==> src/rtl/seg7_pkg.sv <==
// Shared constants for the 7-segment scan driver.
// Holds the glyph table (segment order {a,b,c,d,e,f,g}) and the per-slot FSM states.
package seg7_pkg;

    localparam logic [6:0] SEG_0 = 7'b1111110;
    localparam logic [6:0] SEG_1 = 7'b0110000;
    localparam logic [6:0] SEG_2 = 7'b1101101;
    localparam logic [6:0] SEG_3 = 7'b1111001;
    localparam logic [6:0] SEG_4 = 7'b0110011;
    localparam logic [6:0] SEG_5 = 7'b1011011;
    localparam logic [6:0] SEG_6 = 7'b1011111;
    localparam logic [6:0] SEG_7 = 7'b1110000;
    localparam logic [6:0] SEG_8 = 7'b1111111;
    localparam logic [6:0] SEG_9 = 7'b1111011;
    localparam logic [6:0] SEG_A = 7'b1110111;
    localparam logic [6:0] SEG_B = 7'b0011111;
    localparam logic [6:0] SEG_C = 7'b1001110;
    localparam logic [6:0] SEG_D = 7'b0111101;
    localparam logic [6:0] SEG_E = 7'b1001111;
    localparam logic [6:0] SEG_F = 7'b1000111;

    localparam logic [6:0] SEG_ALL_ON = 7'b1111111;
    localparam logic [6:0] SEG_OFF    = 7'b0000000;

    typedef enum logic {
        S_GUARD,
        S_DRIVE
    } state_e;

endpackage

==> src/rtl/seg7_scan_driver_if.sv <==
// Display bus: digit/dp/blank load inputs and pin outputs.
// master = datapath/driver side, slave = seg7_scan_driver.
interface seg7_scan_driver_if #(
    parameter int NUM_DIGITS = 4
);
    logic                    load;
    logic [4*NUM_DIGITS-1:0] digits_i;
    logic [NUM_DIGITS-1:0]   dp_i;
    logic [NUM_DIGITS-1:0]   blank_i;
    logic                    lz_suppress;
    logic [6:0]              seg_o;
    logic                    dp_o;
    logic [NUM_DIGITS-1:0]   an_o;
    logic                    slot_o;

    modport master (
        output load, digits_i, dp_i, blank_i, lz_suppress,
        input  seg_o, dp_o, an_o, slot_o
    );

    modport slave (
        input  load, digits_i, dp_i, blank_i, lz_suppress,
        output seg_o, dp_o, an_o, slot_o
    );
endinterface

==> src/rtl/seg7_glyph.sv <==
// Nibble to 7-segment glyph, combinational.
// nib_i: 4-bit code; seg_o: {a..g} active-high; codes A-F are hex glyphs or all-on per HEX_MODE.
module seg7_glyph
    import seg7_pkg::*;
#(
    parameter int HEX_MODE = 0
) (
    input  logic [3:0] nib_i,
    output logic [6:0] seg_o
);
    localparam bit HEX = (HEX_MODE != 0);

    always_comb begin
        seg_o = SEG_ALL_ON;
        unique case (nib_i)
            4'h0: seg_o = SEG_0;
            4'h1: seg_o = SEG_1;
            4'h2: seg_o = SEG_2;
            4'h3: seg_o = SEG_3;
            4'h4: seg_o = SEG_4;
            4'h5: seg_o = SEG_5;
            4'h6: seg_o = SEG_6;
            4'h7: seg_o = SEG_7;
            4'h8: seg_o = SEG_8;
            4'h9: seg_o = SEG_9;
            4'hA: seg_o = HEX ? SEG_A : SEG_ALL_ON;
            4'hB: seg_o = HEX ? SEG_B : SEG_ALL_ON;
            4'hC: seg_o = HEX ? SEG_C : SEG_ALL_ON;
            4'hD: seg_o = HEX ? SEG_D : SEG_ALL_ON;
            4'hE: seg_o = HEX ? SEG_E : SEG_ALL_ON;
            4'hF: seg_o = HEX ? SEG_F : SEG_ALL_ON;
        endcase
    end
endmodule

==> src/rtl/seg7_scan_driver.sv <==
// Time-multiplexed N-digit 7-segment driver with shadow regs, guard blanking and LZ suppression.
// Ports: clk, rst (async high); bus.slave carries load/digits/dp/blank/lz inputs and seg/dp/an/slot pins.
module seg7_scan_driver
    import seg7_pkg::*;
#(
    parameter int NUM_DIGITS = 4,
    parameter int TICK_DIV   = 50000,
    parameter int GUARD_CYC  = 2,
    parameter int HEX_MODE   = 0,
    parameter int ACTIVE_LOW = 0
) (
    input logic               clk,
    input logic               rst,
    seg7_scan_driver_if.slave bus
);
    localparam int CNT_W = $clog2(TICK_DIV);
    localparam int IDX_W = (NUM_DIGITS > 1) ? $clog2(NUM_DIGITS) : 1;
    localparam logic [CNT_W-1:0] CNT_LAST = CNT_W'(TICK_DIV - 1);
    localparam logic [IDX_W-1:0] IDX_LAST = IDX_W'(NUM_DIGITS - 1);
    localparam state_e ST_START = (GUARD_CYC == 0) ? S_DRIVE : S_GUARD;
    localparam bit INV = (ACTIVE_LOW != 0);

    logic [4*NUM_DIGITS-1:0] digits_q;
    logic [NUM_DIGITS-1:0]   dp_q, blank_q;
    logic [CNT_W-1:0]        cnt_q, cnt_d;
    logic [IDX_W-1:0]        idx_q, idx_d;
    state_e                  state_q, state_d;
    logic [6:0]              seg_q, seg_d;
    logic                    dp_q_o, dp_d;
    logic [NUM_DIGITS-1:0]   an_q, an_d;
    logic                    slot_q, slot_d;

    logic [3:0]              nib;
    logic [6:0]              glyph;
    logic [NUM_DIGITS-1:0]   zero_up;
    logic                    guard_next;
    logic                    dark;

    // Shadow: all three fields move together so a digit never shows mixed data.
    always_ff @(posedge clk or posedge rst) begin
        if (rst) begin
            digits_q <= '0;
            dp_q     <= '0;
            blank_q  <= '0;
        end else if (bus.load) begin
            digits_q <= bus.digits_i;
            dp_q     <= bus.dp_i;
            blank_q  <= bus.blank_i;
        end
    end

    always_comb begin
        cnt_d = cnt_q + 1'b1;
        idx_d = idx_q;
        if (cnt_q == CNT_LAST) begin
            cnt_d = '0;
            idx_d = (idx_q == IDX_LAST) ? '0 : idx_q + 1'b1;
        end
    end

    if (GUARD_CYC == 0) begin : g_noguard
        assign guard_next = 1'b0;
    end else begin : g_guard
        localparam logic [CNT_W-1:0] GUARD_V = CNT_W'(GUARD_CYC);
        assign guard_next = (cnt_d < GUARD_V);
    end

    // zero_up[k]: digits k..NUM_DIGITS-1 are all zero.
    always_comb begin
        zero_up = '0;
        for (int k = 0; k < NUM_DIGITS; k++) begin
            zero_up[k] = ((digits_q >> (4 * k)) == '0);
        end
    end

    assign nib = digits_q[{idx_q, 2'b00} +: 4];

    seg7_glyph #(
        .HEX_MODE (HEX_MODE)
    ) u_glyph (
        .nib_i (nib),
        .seg_o (glyph)
    );

    assign dark = blank_q[idx_q]
                | (bus.lz_suppress & zero_up[idx_q] & (idx_q != '0));

    always_comb begin
        state_d = guard_next ? S_GUARD : S_DRIVE;
        seg_d   = SEG_OFF;
        dp_d    = 1'b0;
        an_d    = '0;
        slot_d  = (cnt_q == '0);
        unique case (state_q)
            S_GUARD: begin
            end
            S_DRIVE: begin
                an_d[idx_q] = 1'b1;
                if (!dark) begin
                    seg_d = glyph;
                    dp_d  = dp_q[idx_q];
                end
            end
        endcase
    end

    always_ff @(posedge clk or posedge rst) begin
        if (rst) begin
            cnt_q   <= '0;
            idx_q   <= '0;
            state_q <= ST_START;
            seg_q   <= SEG_OFF;
            dp_q_o  <= 1'b0;
            an_q    <= '0;
            slot_q  <= 1'b0;
        end else begin
            cnt_q   <= cnt_d;
            idx_q   <= idx_d;
            state_q <= state_d;
            seg_q   <= seg_d;
            dp_q_o  <= dp_d;
            an_q    <= an_d;
            slot_q  <= slot_d;
        end
    end

    // Pin polarity sits after the registers so the pins stay glitch-free.
    assign bus.seg_o  = INV ? ~seg_q  : seg_q;
    assign bus.dp_o   = INV ? ~dp_q_o : dp_q_o;
    assign bus.an_o   = INV ? ~an_q   : an_q;
    assign bus.slot_o = slot_q;
endmodule
==> src/flat_wrapper.sv <==
// flat-port wrapper written by rule: the top's interface ports become plain ports
module seg7_scan_driver_flat import seg7_pkg::*;
#(
    parameter int NUM_DIGITS = 4,
    parameter int TICK_DIV   = 50000,
    parameter int GUARD_CYC  = 2,
    parameter int HEX_MODE   = 0,
    parameter int ACTIVE_LOW = 0
)
  (clk, rst, bus_load, bus_digits_i, bus_dp_i, bus_blank_i, bus_lz_suppress, bus_seg_o, bus_dp_o, bus_an_o, bus_slot_o);
  seg7_scan_driver_if #(.NUM_DIGITS(NUM_DIGITS)) bus_i ();
  input logic clk;
  input logic rst;
  input wire logic [$bits(bus_i.load)-1:0] bus_load;
  input wire logic [$bits(bus_i.digits_i)-1:0] bus_digits_i;
  input wire logic [$bits(bus_i.dp_i)-1:0] bus_dp_i;
  input wire logic [$bits(bus_i.blank_i)-1:0] bus_blank_i;
  input wire logic [$bits(bus_i.lz_suppress)-1:0] bus_lz_suppress;
  output wire logic [$bits(bus_i.seg_o)-1:0] bus_seg_o;
  output wire logic [$bits(bus_i.dp_o)-1:0] bus_dp_o;
  output wire logic [$bits(bus_i.an_o)-1:0] bus_an_o;
  output wire logic [$bits(bus_i.slot_o)-1:0] bus_slot_o;
  assign bus_i.load = bus_load;
  assign bus_i.digits_i = bus_digits_i;
  assign bus_i.dp_i = bus_dp_i;
  assign bus_i.blank_i = bus_blank_i;
  assign bus_i.lz_suppress = bus_lz_suppress;
  assign bus_seg_o = bus_i.seg_o;
  assign bus_dp_o = bus_i.dp_o;
  assign bus_an_o = bus_i.an_o;
  assign bus_slot_o = bus_i.slot_o;
  seg7_scan_driver #(.NUM_DIGITS(NUM_DIGITS), .TICK_DIV(TICK_DIV), .GUARD_CYC(GUARD_CYC), .HEX_MODE(HEX_MODE), .ACTIVE_LOW(ACTIVE_LOW)) u_core (.clk(clk), .rst(rst), .bus(bus_i));
endmodule
==> config.mk <==
export PLATFORM = sky130hd
export DESIGN_NAME = seg7_scan_driver_flat
export DESIGN_NICKNAME = d
export VERILOG_FILES = /design/src/rtl/seg7_pkg.sv /design/src/rtl/seg7_scan_driver_if.sv /design/src/rtl/seg7_glyph.sv /design/src/rtl/seg7_scan_driver.sv /design/src/flat_wrapper.sv
export SDC_FILE = /design/constraint.sdc
export NUM_CORES = 1
export LEC_CHECK = 0
export ABC_AREA = 1
export BUFFER_PORTS_ARGS = -buffer_cell sky130_fd_sc_hd__buf_2
export CORE_MARGIN = 5
export CORE_UTILIZATION = 62
export CTS_CLUSTER_DIAMETER = 150
export DETAILED_ROUTE_END_ITERATION = 7
export PLACE_DENSITY = 0.85
export SYNTH_ARGS = -nofsm -noshare
export SYNTH_HDL_FRONTEND = slang
export SYNTH_SLANG_ARGS = --single-unit
==> constraint.sdc <==
create_clock -name clk -period 4 [get_ports clk]
set_input_delay 0.8 -clock clk [delete_from_list [all_inputs] [get_ports clk]]
set_output_delay 0.8 -clock clk [all_outputs]
set_load 0.05 [all_outputs]
==> flow_summary.ini, run 1 <==
[setup_path]
crit_chain = inv_2 > nand2_1 > a32oi_1 > inv_1 > ha_1 > inv_1 > nor3_1 > nor2_1
required_ps = 4190
type_of_origin_of_the_critical_path = flip-flop
critical_path.most_common_cell = inv_1
critical_path.max_stage_delay_ps = 570
setup.worst_path.class = reg -> reg
cp_data_arrival_time_ps = 2250
endpoint_kind = flip-flop
critical-path-slowest-cell = dfrtp_1
cp_max_fo = 17

[die]
floorplan.io_pins = 41
initial_utilization_pct = 63.25
die_y_um = 79.19
rows = 25
die_ar_um2 = 6270
core-area_um2 = 4692
dieWidth_um = 79.19

[final_layout]
layout-area-overhead-vs-synth_pct = 11.38
antenna_cells_inserted = 0
post_route_cells_drive_above_1_share_pct = 18.03
design.final.nets = 454
n_fill_cell = 387
seq_area_um2 = 1401
final_cell_count_no_fill = 470
multiInputGateArea_um2 = 1280

[sta]
final.setup.tns_ps = 0
timing.final.setup_violations = 0
slew_headroom_pct = 25.74
finalCriticalPeriod_ps = 2062
fmaxAchievable_mhz = 484.9
final.period_utilization_pct = 51.55
setup_slack_ps = 1938
final_max_slew_viol_count = 0
grt_setup_unrepaired = false
timing_worst_slew_pin_value_ps = 1112
timing.final.hold_violations = 0
finClkSkew_ps = 7.219
final.hold.worst_slack_ps = 506.7

[synthesis]
seq_area_frac_synth_pct = 47.22
async_reset_ff_share_pct = 100.0
mapped_area_um2 = 2968
synth_largest_type_area_fraction_pct = 47.22
synth_nets = 414
yosys_register_bits = 56
synth.cells.most_frequent = nand2_1 (81), inv_1 (62), dfrtp_1 (56), nor2_1 (50), o21ai_0 (27)
ys.flop_type = dfrtp_1
synth-warning-count = 0
avgSynthCellArea_um2 = 7.914
netlist_instances = 375
synth_top_cell_by_area = dfrtp_1
synth_edf_count = 0
synthDistinctLibCells = 29
synthMostInstantiatedCell = nand2_1
post_synth_main_area_contributors = dfrtp_1 (47%), nand2_1 (10%), inv_1 (7.8%), nor2_1 (6.3%), ha_1 (4.6%)

[outcome]
result_of_the_run = completed

[power]
leakage_nw = 1.802
swShare_pct = 25.78
internal_w = 0.0008316
power.clock.fraction_pct = 31.7
sequentialPowerShare_pct = 54.8
report.power.total_w = 0.001120
vdd_drop_max_v = 0.0002217
power.switching_w = 0.0002888
combPwrFrac_pct = 13.5
power.density_nw_per_um2 = 338.9

[route]
post_drt_wl_per_cell_um = 13.13
detail_route.first_pass.iterations = 5
vias_per_cell = 5.255
drt_iter0_markers = 231
drc = 0
route.antenna.remaining_nets = 0
detailroute.via_count = 2470
wl_um = 6170

[clock_tree]
htreeDepth = 2
clock-sinks = 56
cts_made_buffers = 5
number_of_buffers_on_the_longest_clock_path = 2
cts_hold_buf = 0
postcts_resize_cnt = 0
path_clk_slew_ps = 100
cts_post_setup_buffers_inserted = 0
tritoncts = done
clock_tree.root_cell = clkbuf_8
clk_latency_ps = 300

[global_route]
maximum_number_of_pins_on_one_net_before_global_route_repair = 57
grt_first_pass_wirelength_um = 10410
globalRoute.totalOverflow = 0
grt_antenna_before_repair = 0
first_global_vias = 2343
globalRouteTotalUtil_pct = 21.02

[placement]
place_ws_ps = 1973
place_congestion = 0.9471
numPortBuffers = 40
dp.cells = 462
place.detailed.hpwl_um = 4858

[worst_hold_path]
holdCritPathClass = reg -> reg

[job]
maxCapViolations = 0
## state kept, by name (all words and copies together), names as in the netlist
register and flops:
u_core.dp_q 4, u_core.digits_q 16, u_core.idx_q 2, u_core.cnt_q 16, u_core.bus.slot_o 1, u_core.bus.dp_o 1
u_core.bus.seg_o 7, u_core.blank_q 4, u_core.bus.an_o 4, u_core.state_q 1
## layout by cell type (no fill, tap or decap), types with 4 or more instances in the layout
cell type | Yosys | layout
buf_2 | 3 | 40
dfrtp_1 | 56 | 56
nand2_1 | 81 | 81
nand2_2 | 6 | 6
o21ai_1 | 6 | 6
a21oi_1 | 9 | 9
inv_2 | 3 | 4
clkbuf_8 | 0 | 5
nor3_1 | 5 | 5
ha_1 | 11 | 11
nor2_1 | 50 | 50
o21ai_0 | 27 | 27
mux2_2 | 10 | 10
inv_1 | 62 | 61
nand4_1 | 7 | 7
nand3_1 | 19 | 19
## final timing paths
path                            startpoint                   to  slack (ps)  cells after the start
setup / recovery           u_core.idx_q[0]  u_core.bus.seg_o[5]        1940                      8
hold / removal             u_core.cnt_q[0]      u_core.cnt_q[0]         510                      1
setup reg to reg           u_core.idx_q[0]  u_core.bus.seg_o[5]        1940                      8
hold reg to reg            u_core.cnt_q[0]      u_core.cnt_q[0]         510                      1
max in group asynchronous              rst      u_core.cnt_q[5]        2530                      2
min in group asynchronous              rst     u_core.cnt_q[10]         770                      2
## routing by layer
metal / GRT usage (%) / share of wire (%)
met1: 27.20 / 44
met2: 35.77 / 49
met3: 3.628 / 5.3
met4: 6.873 / 1.6
met5: 0 / 0
## power by group through the flow
stage | clock network, W | registers [W] | logic [W]
6_report | 0.000356 | 0.000614 | 0.000151
5_1_grt | 0.000391 | 0.000618 | 0.000169
4_1_cts | 0.000367 | 0.000614 | 0.000153
3_5_place_dp | 0 | 0.000626 | 0.000152
3_3_place_gp | 0 | 0.000626 | 0.000148
2_1_floorplan | 0 | 0.000659 | 0.0000723
## cell type report
type	instances	area share, %
clock buffer	6	2.195
clock inverter	2	1.060
inverter	66	7.532
multi-input combinational	246	38.72
sequential	56	42.39
tap	54	2.044
timing repair buffer	40	6.056
## metrics by stage
stage / utilization [%] / instance area [um^2]
floorplan: - / 2968
global placement: 68.16 / 3198
detailed placement: 68.16 / 3198
CTS: 70.45 / 3306
global route: 70.45 / 3306
finish: 70.45 / 3306
## critical path: cells and delay by family, from the launching register on
| family | cells | cell delay, ps |
|---|---|---|
| AND/OR/NAND/NOR | 3 | 350 |
| buffers and inverters | 3 | 470 |
| flip-flops | 1 | 570 |
| adder cells (fa/ha/maj) | 1 | 300 |
| AO/OA/AOI/OAI | 1 | 290 |
## kinds of logic after synthesis
kind of cell	after synthesis	synth area share [%]
muxes	10	3.794
DFF	56	47.22
xor gates and xnor gates	2	0.5903
AOI/OAI and AO/OA	47	8.558
adders and majority gates	11	4.637
and+or+nand+nor	176	25.55
buffers and inverters	73	9.654
No activity file was read; power rests on OpenSTA's default activity.
==> run 2: changes to the inputs <==
- ABC_AREA: 1 -> 0
- CORE_UTILIZATION: 62 -> 56
- PLACE_DENSITY: 0.85 -> 0.79
- clock period: 4 -> 2.1 ns (I/O delays scaled with it)
==> flow_summary.ini, run 2 <==
[outcome]
result_of_the_run = completed

[synthesis]
synth.cells.most_frequent = dfrtp_1 (56), mux2_2 (24), nor2_1 (19), ha_1 (11), inv_1 (10)
async_reset_ff_share_pct = 100.0
ys.flop_type = dfrtp_1
synth_top_cell_by_area = dfrtp_1
synth_largest_type_area_fraction_pct = 51.47
yosys_register_bits = 56
avgSynthCellArea_um2 = 12.05
post_synth_main_area_contributors = dfrtp_1 (51%), mux2_2 (9.9%), ha_1 (5.1%), mux4_2 (5.0%), nor2_1 (2.6%)
netlist_instances = 226
synthDistinctLibCells = 41
seq_area_frac_synth_pct = 51.47
mapped_area_um2 = 2723
synth_edf_count = 0
synthMostInstantiatedCell = dfrtp_1
synth_nets = 265
synth-warning-count = 0

[global_route]
maximum_number_of_pins_on_one_net_before_global_route_repair = 57
globalRouteTotalUtil_pct = 17.67
globalRoute.totalOverflow = 0
first_global_vias = 1832
grt_antenna_before_repair = 0
grt_first_pass_wirelength_um = 8735

[job]
maxCapViolations = 0

[setup_path]
worstRegToRegCells = 7
crit_chain = buf_6 > nand3_4 > nor4_4 > nand2_1 > xor2_2 > a41oi_2 > or4_1
regToRegSetupSlack_ps = 10
cp-startpoint = u_core.cnt_q[1]
crit_family = simple AND/OR/NAND/NOR gates
cp_data_arrival_time_ps = 2270
critical_path.reg2reg.endpoint = u_core.state_q
cp_max_fo = 3
critical-path-slowest-cell = or4_1
rr_startpoint = u_core.cnt_q[1]
critical_path.max_stage_delay_ps = 480
critical_path_depth = 7
worst-path-buf-inv = 1
end_point_of_the_critical_path = u_core.state_q
endpoint_kind = flip-flop
type_of_origin_of_the_critical_path = flip-flop
required_ps = 2290
setup.worst_path.class = reg -> reg

[die]
rows = 25
core-area_um2 = 4723
die_ar_um2 = 6356
initial_utilization_pct = 57.64
floorplan.io_pins = 41
dieWidth_um = 79.73
die_y_um = 79.73

[sta]
grt_setup_unrepaired = true
timing.final.hold_violations = 0
timing.final.setup_violations = 0
finalCriticalPeriod_ps = 2089
final.period_utilization_pct = 99.48
final_max_slew_viol_count = 0
timing_worst_slew_pin_value_ps = 521.3
finClkSkew_ps = 7.171
setup_slack_ps = 10.93
final.hold.worst_slack_ps = 142.2
fmaxAchievable_mhz = 478.7
slew_headroom_pct = 65.25

[final_layout]
n_fill_cell = 331
post_route_cells_drive_above_1_share_pct = 40.48
layout-area-overhead-vs-synth_pct = 21.60
design.final.nets = 327
mostFrequentLayoutCell = dfrtp_1
most-common-layout-cells = dfrtp_1 (56), buf_2 (40), mux2_2 (24), buf_4 (24), nor2_1 (19)
antenna_cells_inserted = 0

[power]
swShare_pct = 26.30
combPwrFrac_pct = 13.8
power.clock.fraction_pct = 29.2
vdd_drop_max_v = 0.0003031
power.switching_w = 0.0005448
sequentialPowerShare_pct = 57.1
power.density_nw_per_um2 = 625.7
leakage_nw = 1.513
internal_w = 0.001527

[clock_tree]
clock_tree.root_cell = clkbuf_8
tritoncts = done
cts_hold_buf = 0
htreeDepth = 2
cts_made_buffers = 5
clk_latency_ps = 310
number_of_buffers_on_the_longest_clock_path = 2
path_clk_slew_ps = 90
clock-sinks = 56

[route]
wl_um = 5329
post_drt_wl_per_cell_um = 14.97
drc = 0
drt_iter0_markers = 123
route.antenna.remaining_nets = 0
detail_route.first_pass.iterations = 4
vias_per_cell = 5.354
detailroute.via_count = 1906

[placement]
numPortBuffers = 40
place_congestion = 0.8842
place_ws_ps = -12.81
place.detailed.hpwl_um = 3923

[worst_hold_path]
holdCritPathClass = in -> async
[run 2: area by class of cell]
class	instances	area, um^2	area share (%)
clock buffer	7	86.33	2.608
clock inverter	1	7.507	0.2268
inverter	11	41.29	1.247
multi-input combinational	148	1279	38.62
sequential	56	1401	42.33
tap	67	83.83	2.532
timing repair buffer	66	411.6	12.43
[run 2: worst min path at each step]
stage / startpoint / to / cells past startpoint
finish: rst / u_core.cnt_q[12] / 3
global route: rst / u_core.bus.slot_o / 3
CTS: rst / u_core.cnt_q[9] / 3
detailed placement: rst / u_core.cnt_q[10] / 3
global placement: u_core.dp_q[2] / u_core.dp_q[2] / 1
floorplan: u_core.blank_q[2] / u_core.blank_q[2] / 1
[run 2: tightest hold or removal path: cells and delay by family]
| family | cells | cell delay [ps] |
|---|---|---|
| buf+inv | 3 | 420 |
[run 2: per-layer routing]
layer	routed length, um	up-vias	global-route usage (%)	share of wire, %
met5	0	-	0	0
met4	90	0	4.983	1.7
met3	320	12	3.837	6.0
met2	2501	62	27.55	47
met1	2417	920	24.94	45
li1	-	912	-	-
[run 2: kinds of logic after synthesis]
kind of cell    Yosys count  share of synthesized area [%]
fa+ha+maj                11                          5.055
xor+xnor                 15                          4.826
compound gates           21                          5.147
buf+inv                  22                          3.401
simple gates             71                          15.21
flops                    56                          51.47
mux                      30                          14.89
[run 2: power groups by stage]
stage                     Combinational, W  Sequential [W]  Clock [W]
after global placement            0.000282         0.00120          0
after CTS                         0.000290         0.00118   0.000615
final                             0.000285         0.00118   0.000604
after floorplan                   0.000138         0.00127          0
after detailed placement          0.000289         0.00120          0
after global routing              0.000311         0.00119   0.000665
[run 2: metrics by stage]
stage          cell area (um^2)  total power, W  util (%)  cells  TNS (ps)
2_1_floorplan              2723        0.001404         -    226         0
3_3_place_gp               3133        0.001484     66.33    344         0
3_5_place_dp               3133        0.001492     66.33    344    -12.81
4_1_cts                    3244        0.002086     68.69    354         0
5_1_grt                    3311        0.002167     70.09    356    -256.3
6_report                   3311        0.002072     70.09    356         0
[run 2: timing repair]
action | in CTS | in global routing
resized for setup | 1 | 8
pin swaps | 1 | 7
endpoints found under the setup margin | 1 | 4
setup buffers | 2 | 2
